`src/rtl/code_convert_seq.sv`:
```
// Binary to BCD / Gray / XS-3 / XS-5 converter; decimal modes use a bit-serial double dabble engine.
// Latency: Gray 1 cycle, decimal WIDTH+1 cycles; in_ready low until result taken, out_ready low holds DONE.
module code_convert_seq #(
  parameter int WIDTH  = 8,
  parameter int DIGITS = 3
) (
  input  logic                  clk,
  input  logic                  rst,
  input  logic                  in_valid,
  output logic                  in_ready,
  input  logic [WIDTH-1:0]      in_data,
  input  logic [1:0]            in_mode,
  output logic                  out_valid,
  input  logic                  out_ready,
  output logic [4*DIGITS-1:0]   out_data,
  output logic [1:0]            out_mode,
  output logic                  overflow
);

  localparam int OW = 4 * DIGITS;
  localparam int CW = $clog2(WIDTH + 1);

  localparam logic [1:0] MODE_BCD  = 2'b00;
  localparam logic [1:0] MODE_GRAY = 2'b01;
  localparam logic [1:0] MODE_XS3  = 2'b10;

  if (WIDTH < 1 || WIDTH > 32) begin : g_width_chk
    $error("code_convert_seq: WIDTH must be in 1..32");
  end
  if (4 * DIGITS < WIDTH) begin : g_digits_chk
    $error("code_convert_seq: 4*DIGITS must be >= WIDTH");
  end

  typedef enum logic [1:0] {IDLE, CONV, DONE} state_t;

  state_t           state_q, state_d;
  logic [WIDTH-1:0] shreg_q, shreg_d;
  logic [OW-1:0]    acc_q, acc_d;
  logic [CW-1:0]    cnt_q, cnt_d;
  logic [1:0]       mode_q, mode_d;
  logic             ovf_q, ovf_d;
  logic [OW-1:0]    out_q, out_d;

  logic [OW-1:0]    acc_adj;
  logic [OW-1:0]    acc_next;
  logic [OW-1:0]    acc_excess;
  logic [3:0]       excess;

  always_ff @(posedge clk or posedge rst) begin
    if (rst) begin
      state_q <= IDLE;
      shreg_q <= '0;
      acc_q   <= '0;
      cnt_q   <= '0;
      mode_q  <= 2'b00;
      ovf_q   <= 1'b0;
      out_q   <= '0;
    end else begin
      state_q <= state_d;
      shreg_q <= shreg_d;
      acc_q   <= acc_d;
      cnt_q   <= cnt_d;
      mode_q  <= mode_d;
      ovf_q   <= ovf_d;
      out_q   <= out_d;
    end
  end

  // Per-digit datapath: add-3 before each shift, and excess added to the final digits without carry.
  always_comb begin
    acc_adj    = '0;
    acc_excess = '0;
    excess     = 4'd0;
    for (int i = 0; i < DIGITS; i++) begin
      acc_adj[4*i +: 4] = (acc_q[4*i +: 4] >= 4'd5) ? acc_q[4*i +: 4] + 4'd3 : acc_q[4*i +: 4];
    end
    acc_next = {acc_adj[OW-2:0], shreg_q[WIDTH-1]};
    if (mode_q == MODE_XS3) begin
      excess = 4'd3;
    end else if (mode_q != MODE_BCD) begin
      excess = 4'd5;
    end
    for (int i = 0; i < DIGITS; i++) begin
      acc_excess[4*i +: 4] = acc_next[4*i +: 4] + excess;
    end
  end

  always_comb begin
    state_d = state_q;
    shreg_d = shreg_q;
    acc_d   = acc_q;
    cnt_d   = cnt_q;
    mode_d  = mode_q;
    ovf_d   = ovf_q;
    out_d   = out_q;
    unique case (state_q)
      IDLE: begin
        if (in_valid) begin
          mode_d = in_mode;
          ovf_d  = 1'b0;
          if (in_mode == MODE_GRAY) begin
            out_d   = OW'(in_data ^ (in_data >> 1));
            state_d = DONE;
          end else begin
            shreg_d = in_data;
            acc_d   = '0;
            cnt_d   = CW'(WIDTH);
            state_d = CONV;
          end
        end
      end
      CONV: begin
        acc_d   = acc_next;
        shreg_d = shreg_q << 1;
        cnt_d   = cnt_q - CW'(1);
        // A one leaving the top digit means the value does not fit; the kept digits are value mod 10^DIGITS.
        if (acc_adj[OW-1]) begin
          ovf_d = 1'b1;
        end
        if (cnt_q == CW'(1)) begin
          out_d   = acc_excess;
          state_d = DONE;
        end
      end
      DONE: begin
        if (out_ready) begin
          state_d = IDLE;
        end
      end
      default: state_d = IDLE;
    endcase
  end

  assign in_ready  = (state_q == IDLE);
  assign out_valid = (state_q == DONE);
  assign out_data  = out_q;
  assign out_mode  = mode_q;
  assign overflow  = ovf_q;

endmodule

```
`config.mk`:
```
export PLATFORM = sky130hd
export DESIGN_NAME = code_convert_seq
export DESIGN_NICKNAME = d
export VERILOG_FILES = /design/src/rtl/code_convert_seq.sv
export SDC_FILE = /design/constraint.sdc
export NUM_CORES = 1
export LEC_CHECK = 0
export CORE_UTILIZATION = 58
export DETAILED_ROUTE_END_ITERATION = 10
export PLACE_DENSITY = 0.83
export SYNTH_ARGS = -nofsm -noshare
export SYNTH_HDL_FRONTEND = slang
export SYNTH_SLANG_ARGS = --single-unit
```
`constraint.sdc`:
```
create_clock -name clk -period 4.75 [get_ports clk]
set_input_delay 0.7125 -clock clk [delete_from_list [all_inputs] [get_ports clk]]
set_output_delay 0.7125 -clock clk [all_outputs]
set_load 0.05 [all_outputs]
```
# [Word level (Yosys, flattened, before mapping)]
# Index checks and enable logic that the tools add are counted.
[word_totals] out_inout_bits=17 mem_bits_ro=0 input_bits=14 wordCells=63 latch_bits=0 ramBits=0 ff_bits=41 mem_count=0
[op_classes] addsub=7 reduce_logical=8 n_mux=26 bitwise=1 n_div=0 eq_ne=11 n_shift=0 order_cmp=3 mul=0
[ops] op="two-way mux 12 bit" count=5
[ops] op="case mux 12 bit (2 select lines)" count=2
[ops] op="two-way mux 4 bit" count=5
[ops] op="two-way mux 8 bit" count=2
[ops] op="case mux 8 bit (2 select lines)" count=1
[ops] op="adder 4 x 2 -> 4 bit (second input constant)" count=3
[ops] op="adder 4 bit" count=3
[ops] op="greater-or-equal comparator 4 x 3 -> 1 bit (second input constant)" count=3
[ops] op="AND reduction 3 bit" count=3
[ops] op="two-way mux 2 bit" count=4
[ops] op="!= test 2 bit (second input constant)" count=4
[ops] op="case mux 4 bit (2 select lines)" count=1
[ops] op="XOR 8 x 7 -> 8 bit" count=1
[ops] op="two-way mux 3 bit" count=2
[ops] op="case mux 2 bit (3 select lines)" count=1
[ops] op="equality test 2 x 1 -> 1 bit (second input constant)" count=2
[ops] op="equality test 2 bit (second input constant)" count=2
[ops] op="equality test 4 x 1 -> 1 bit (second input constant)" count=1
[ops] op="!= test 2 x 1 -> 1 bit (second input constant)" count=2
[ops] op="AND reduction 4 bit" count=1
[ops] op="nonzero test 2 bit" count=2
[ops] op="subtractor 4 x 1 -> 4 bit (second input constant)" count=1
[ops] op="logical NOT 2 bit" count=1
[ops] op="two-way mux 1 bit" count=2
[ops] op="2 further kinds" count=2

# [Logic depth before layout (Yosys ltp)]
[depth] depth_word=6 ltp_mapped=12 depth_no_buf=12

# [Worst setup path before layout]
# OpenSTA, ideal clock, no wires.
[synth_timing] path_kind="reg-to-reg" from="register acc_q[8]" to="register out_q[11] (netlist: out_data[11])" arrival_time_ns=2.032 path_slack_ns=2.582 n_path_buf=0 period_less_slack_ns=2.168 stages_incl_launch_ff=12 t_required_ns=4.614 setup_ns=0.136 cell_sequence="dfrtp_1 inv_1 ha_1 nand2b_1 a21oi_2 xnor2_1 inv_1 ha_1 a21o_1 a21oi_1 xor2_1 o31ai_1"
[synth_between] elab_chain_len=5 word_cells_on_any_way=6 classes_between="add/sub (2); order compare (1); mux (3)"
[synth_lines] element="start, declared" line_no="38" rtl="logic [OW-1:0] acc_q, acc_d;"
[synth_lines] element="start signal, assigned" line_no="53" rtl="acc_q <= '0;"
[synth_lines] element="start signal, assigned" line_no="61" rtl="acc_q <= acc_d;"
[synth_lines] element="adder 4 x 2 -> 4 bit / greater-or-equal comparator 4 x 3 -> 1 bit (equally long branches)" line_no="75" rtl="acc_adj[4*i +: 4] = (acc_q[4*i +: 4] >= 4'd5) ? acc_q[4*i +: 4] + 4'd3 : acc_q[4*i +: 4];"
[synth_lines] element="two-way mux 4 bit *" line_no="75"
[synth_lines] element="adder 4 bit *" line_no="84" rtl="acc_excess[4*i +: 4] = acc_next[4*i +: 4] + excess;"
[synth_lines] element="two-way mux 12 bit *" line_no="120" rtl="if (cnt_q == CW'(1)) begin"
[synth_lines] element="case mux 12 bit (2 select lines) *" line_no="96" rtl="unique case (state_q)"
[synth_lines] element="end signal, assigned" line_no="65" rtl="out_q <= out_d;"
[synth_lines] element="end, declared" line_no="42" rtl="logic [OW-1:0] out_q, out_d;"
# Every way passes the cells marked *; elsewhere a longest branch is shown, timed or not. The select of a mux whose other input is x is not followed.
# A chain may end at the register's enable or synchronous reset.

# [Worst setup path in the final report]
[layout_timing] from="register state_q[1]" to="output port out_valid"
[layout_between] elab_chain_len=1
[layout_lines] element="start, declared" line_no="36" rtl="state_t state_q, state_d;"
[layout_lines] element="start signal, assigned" line_no="59" rtl="state_q <= state_d;"
[layout_lines] element="equality test 2 bit" line_no="135" rtl="assign out_valid = (state_q == DONE);"
[layout_lines] element="end, declared" line_no="13" rtl="output logic out_valid,"
# Every way passes these cells.

==> metrics.csv <==
stage,metric,value,unit
status,status,completed,
sta,Final Cycle Share,0.527,
sta,Max Fclk,399,MHz
clock_network,later-pin clock latency in the skew report,0.29,ns
clock_network,H-Tree Level Count,2,
clock_network,Post CTS Setup Buffer Count,0,
synth,syn nets,292,
drt,Routed met2 length,2.42,mm
drt,WL/cell,14.9,microns
drt,drt total wl,5.01,mm
drt,first drt pass iteration count,4,
synth,Gate Count Post-Synth,258,
sta,setup TNS,0,ns
clock_network,cts hold-fix bufs,0,
placed_design,half-perimeter wire length after placement,3.53,mm
clock_network,Longest Clk Path Bufs,2,
synth,Mean Syn Cell Area,9.68,sq um
drt,via count,1898,
finish,Layout Utilization,0.715,
synth,Cell variety after synth,36,
sta,RSZ-0062 raised after global routing,no,
finish,# diodes,0,
critical_path,RR Startpoint,acc_q[8]$_DFFE_PP0P_,
finish,share of layout cells above drive strength 1,0.0699,
drt,Metal-1 WL,2.32,mm
global_routing,first-pass GRT wire length,8.35,mm
synth,YS warnings,0,
critical_path,Critical Path Source Type,register,
drt,DR iter-0 viols,142,
placed_design,Post-Place Cell Area,2820,sq um
critical_path,RR Endpoint,out_data[11]$_DFFE_PP0P_,
synth,post-synthesis sequential element count,41,
clock_network,clock-pin slew on the worst setup and hold paths,0.07,ns
floorplan,Die Height,67.6,microns
finish,Final Cell Area,2900,sq um
synth,ys flop type,dfrtp_1,
synth,mapped cell area,2500,sq um
floorplan,# rows,23,
critical_path,Worst Setup EP,out_valid,
synth,top cell type's share of synthesized area,0.411,
drt,Via density,5.65,
critical_path,CP Class,register to output port,
sta,final setup vio count,0,
hold_path,Worst Hold Class,register to register,
global_routing,global-route usage over all layers,0.247,
finish,area delta synth->final,16.2,%
sta,worst slew pin tran,0.672,ns
floorplan,DIE AREA,4570,sq um
critical_path,Worst Path Required,4.04,ns
sta,clock skew,0.00463,ns
global_routing,Overflow after GRT,0,
synth,sequential element share of the synthesized area,0.411,
clock_network,cts repair resizes,0,
global_routing,vias in the first global route,1824,
sta,Rel. slew slack,0.550,
sta,hold slack,0.483,ns
critical_path,reg2reg path depth,11,
placed_design,RePlAce Congestion,0.855,
global_routing,initial antenna violation count,0,
drt,WL met3,172,microns
sta,Pins Over Slew Limit,0,
floorplan,IO Pins,31,
sta,post-layout min period,2.51,ns
floorplan,Core Footprint,4060,sq um
job,max cap viols,0,
floorplan,Initial Util,0.615,
clock_network,CTS tree,built,
synth,most instantiated cells after synthesis,"dfrtp_1 (41), nand2_1 (33), ha_1 (17)",
sta,Final Hold Viols,0,
drt,drt drc,0,
placed_design,number of buffers added on ports,30,
synth,Synth area leader,dfrtp_1,
synth,Synth async-reset ratio,1.00,
clock_network,Root Buffer,clkbuf_8,
global_routing,pin count of the biggest net entering global routing,42,
critical_path,worst reg-to-reg setup slack,2.30,ns
synth,top-count cell post-synth,dfrtp_1,
synth,Synth area leaders,"dfrtp_1 (41%), ha_1 (8.5%), mux2i_1 (5.2%)",
critical_path,CP startpoint,state_q[1]$_DFFE_PP0P_,
pwr,peak supply drop,0.000438,V
pwr,P_leak,1.32,nW
clock_network,CTS Buf Count,5,
critical_path,worst path arrival time,1.79,ns
pwr,P per Cell Area,768,nW/um^2
synth,number of synthesized flops with an enable pin,0,
floorplan,Die X,67.6,microns
drt,Final ANT Viol Nets,0,
critical_path,Crit Path Max Fanout,7,
drt,top sig layer,met4,
critical_path,Setup crit end kind,output port,
clock_network,clock sinks,41,
finish,fillcell total,303,
finish,nets,320,
==> critical path, stage by stage, from the launching register on <==
cell and delay [ns]:
dfrtp_1 0.48, inv_2 0.12, nor2_1 0.10, clkdlybuf4s50_1 0.80
==> stage by stage <==
step	instances	setup WS, ns	power, W
final	336	2.24	0.00223
after global routing	336	2.05	0.00242
after CTS	336	2.24	0.00224
after detailed placement	329	2.24	0.00200
after global placement	329	2.29	0.00195
after floorplan	258	2.58	0.00167
==> layout make-up <==
cell class                 instances  area [sq um]  area share
sequential                        41          1030       0.353
timing repair buffer              34           330       0.114
tap                               50          62.6      0.0216
clock buffer                       7          86.3      0.0297
inverter                          16          60.1      0.0207
multi-input combinational        188          1340       0.461
==> layout by cell type, fill, tap and decap left out, types with 2 or more instances in the layout <==
cell type,n
buf_4,4
clkdlybuf4s50_1,30
nor2_1,12
o31ai_1,7
o2bb2ai_1,6
mux2_2,3
ha_1,17
clkbuf_8,6
dfrtp_1,41
o21ai_1,16
mux2i_1,13
and4bb_1,2
nand2_1,33
o22ai_1,4
xor2_1,8
fa_1,3
a21o_1,4
o21ai_0,11
nor3_1,4
nand2b_1,11
a21oi_1,12
xnor2_1,9
inv_1,15
==> power by group <==
part / switching [W] / internal, W
Clock: 0.000115 / 0.000115
Sequential: 0.000131 / 0.000499
Combinational: 0.000820 / 0.000549
==> per-layer routing <==
metal,vias to the layer above,track usage
li1,942,-
met5,-,0
met2,37,0.389
met4,0,0.104
met3,12,0.0591
met1,907,0.322
==> worst min path at each step <==
stage,start,endpoint,depth (start not counted)
global route,shreg_q[5]$_DFFE_PP0P_,shreg_q[6]$_DFFE_PP0P_,2
global placement,shreg_q[3]$_DFFE_PP0P_,shreg_q[4]$_DFFE_PP0P_,2
CTS,out_data[5]$_DFFE_PP0P_,out_data[5]$_DFFE_PP0P_,1
detailed placement,out_data[11]$_DFFE_PP0P_,out_data[11]$_DFFE_PP0P_,2
finish,out_data[5]$_DFFE_PP0P_,out_data[5]$_DFFE_PP0P_,1
floorplan,shreg_q[0]$_DFFE_PP0P_,shreg_q[1]$_DFFE_PP0P_,2
==> kinds of logic (layout without fill, tap and decap cells) <==
family,after synthesis,in the layout,synth area share
AO/OA/AOI/OAI,67,67,0.172
adder cells (fa/ha/maj),20,20,0.109
buffers and inverters,29,57,0.0546
multiplexers,16,16,0.0656
flip-flops,41,41,0.411
AND/OR/NAND/NOR,68,68,0.128
XOR/XNOR,17,17,0.0596
==> state kept, by name (all words and copies together) (netlist names) <==
name,flops
acc_q,12
cnt_q,4
out_data,12
out_mode,2
overflow,1
shreg_q,8
state_q,2
No activity file was read; power rests on OpenSTA's default activity.
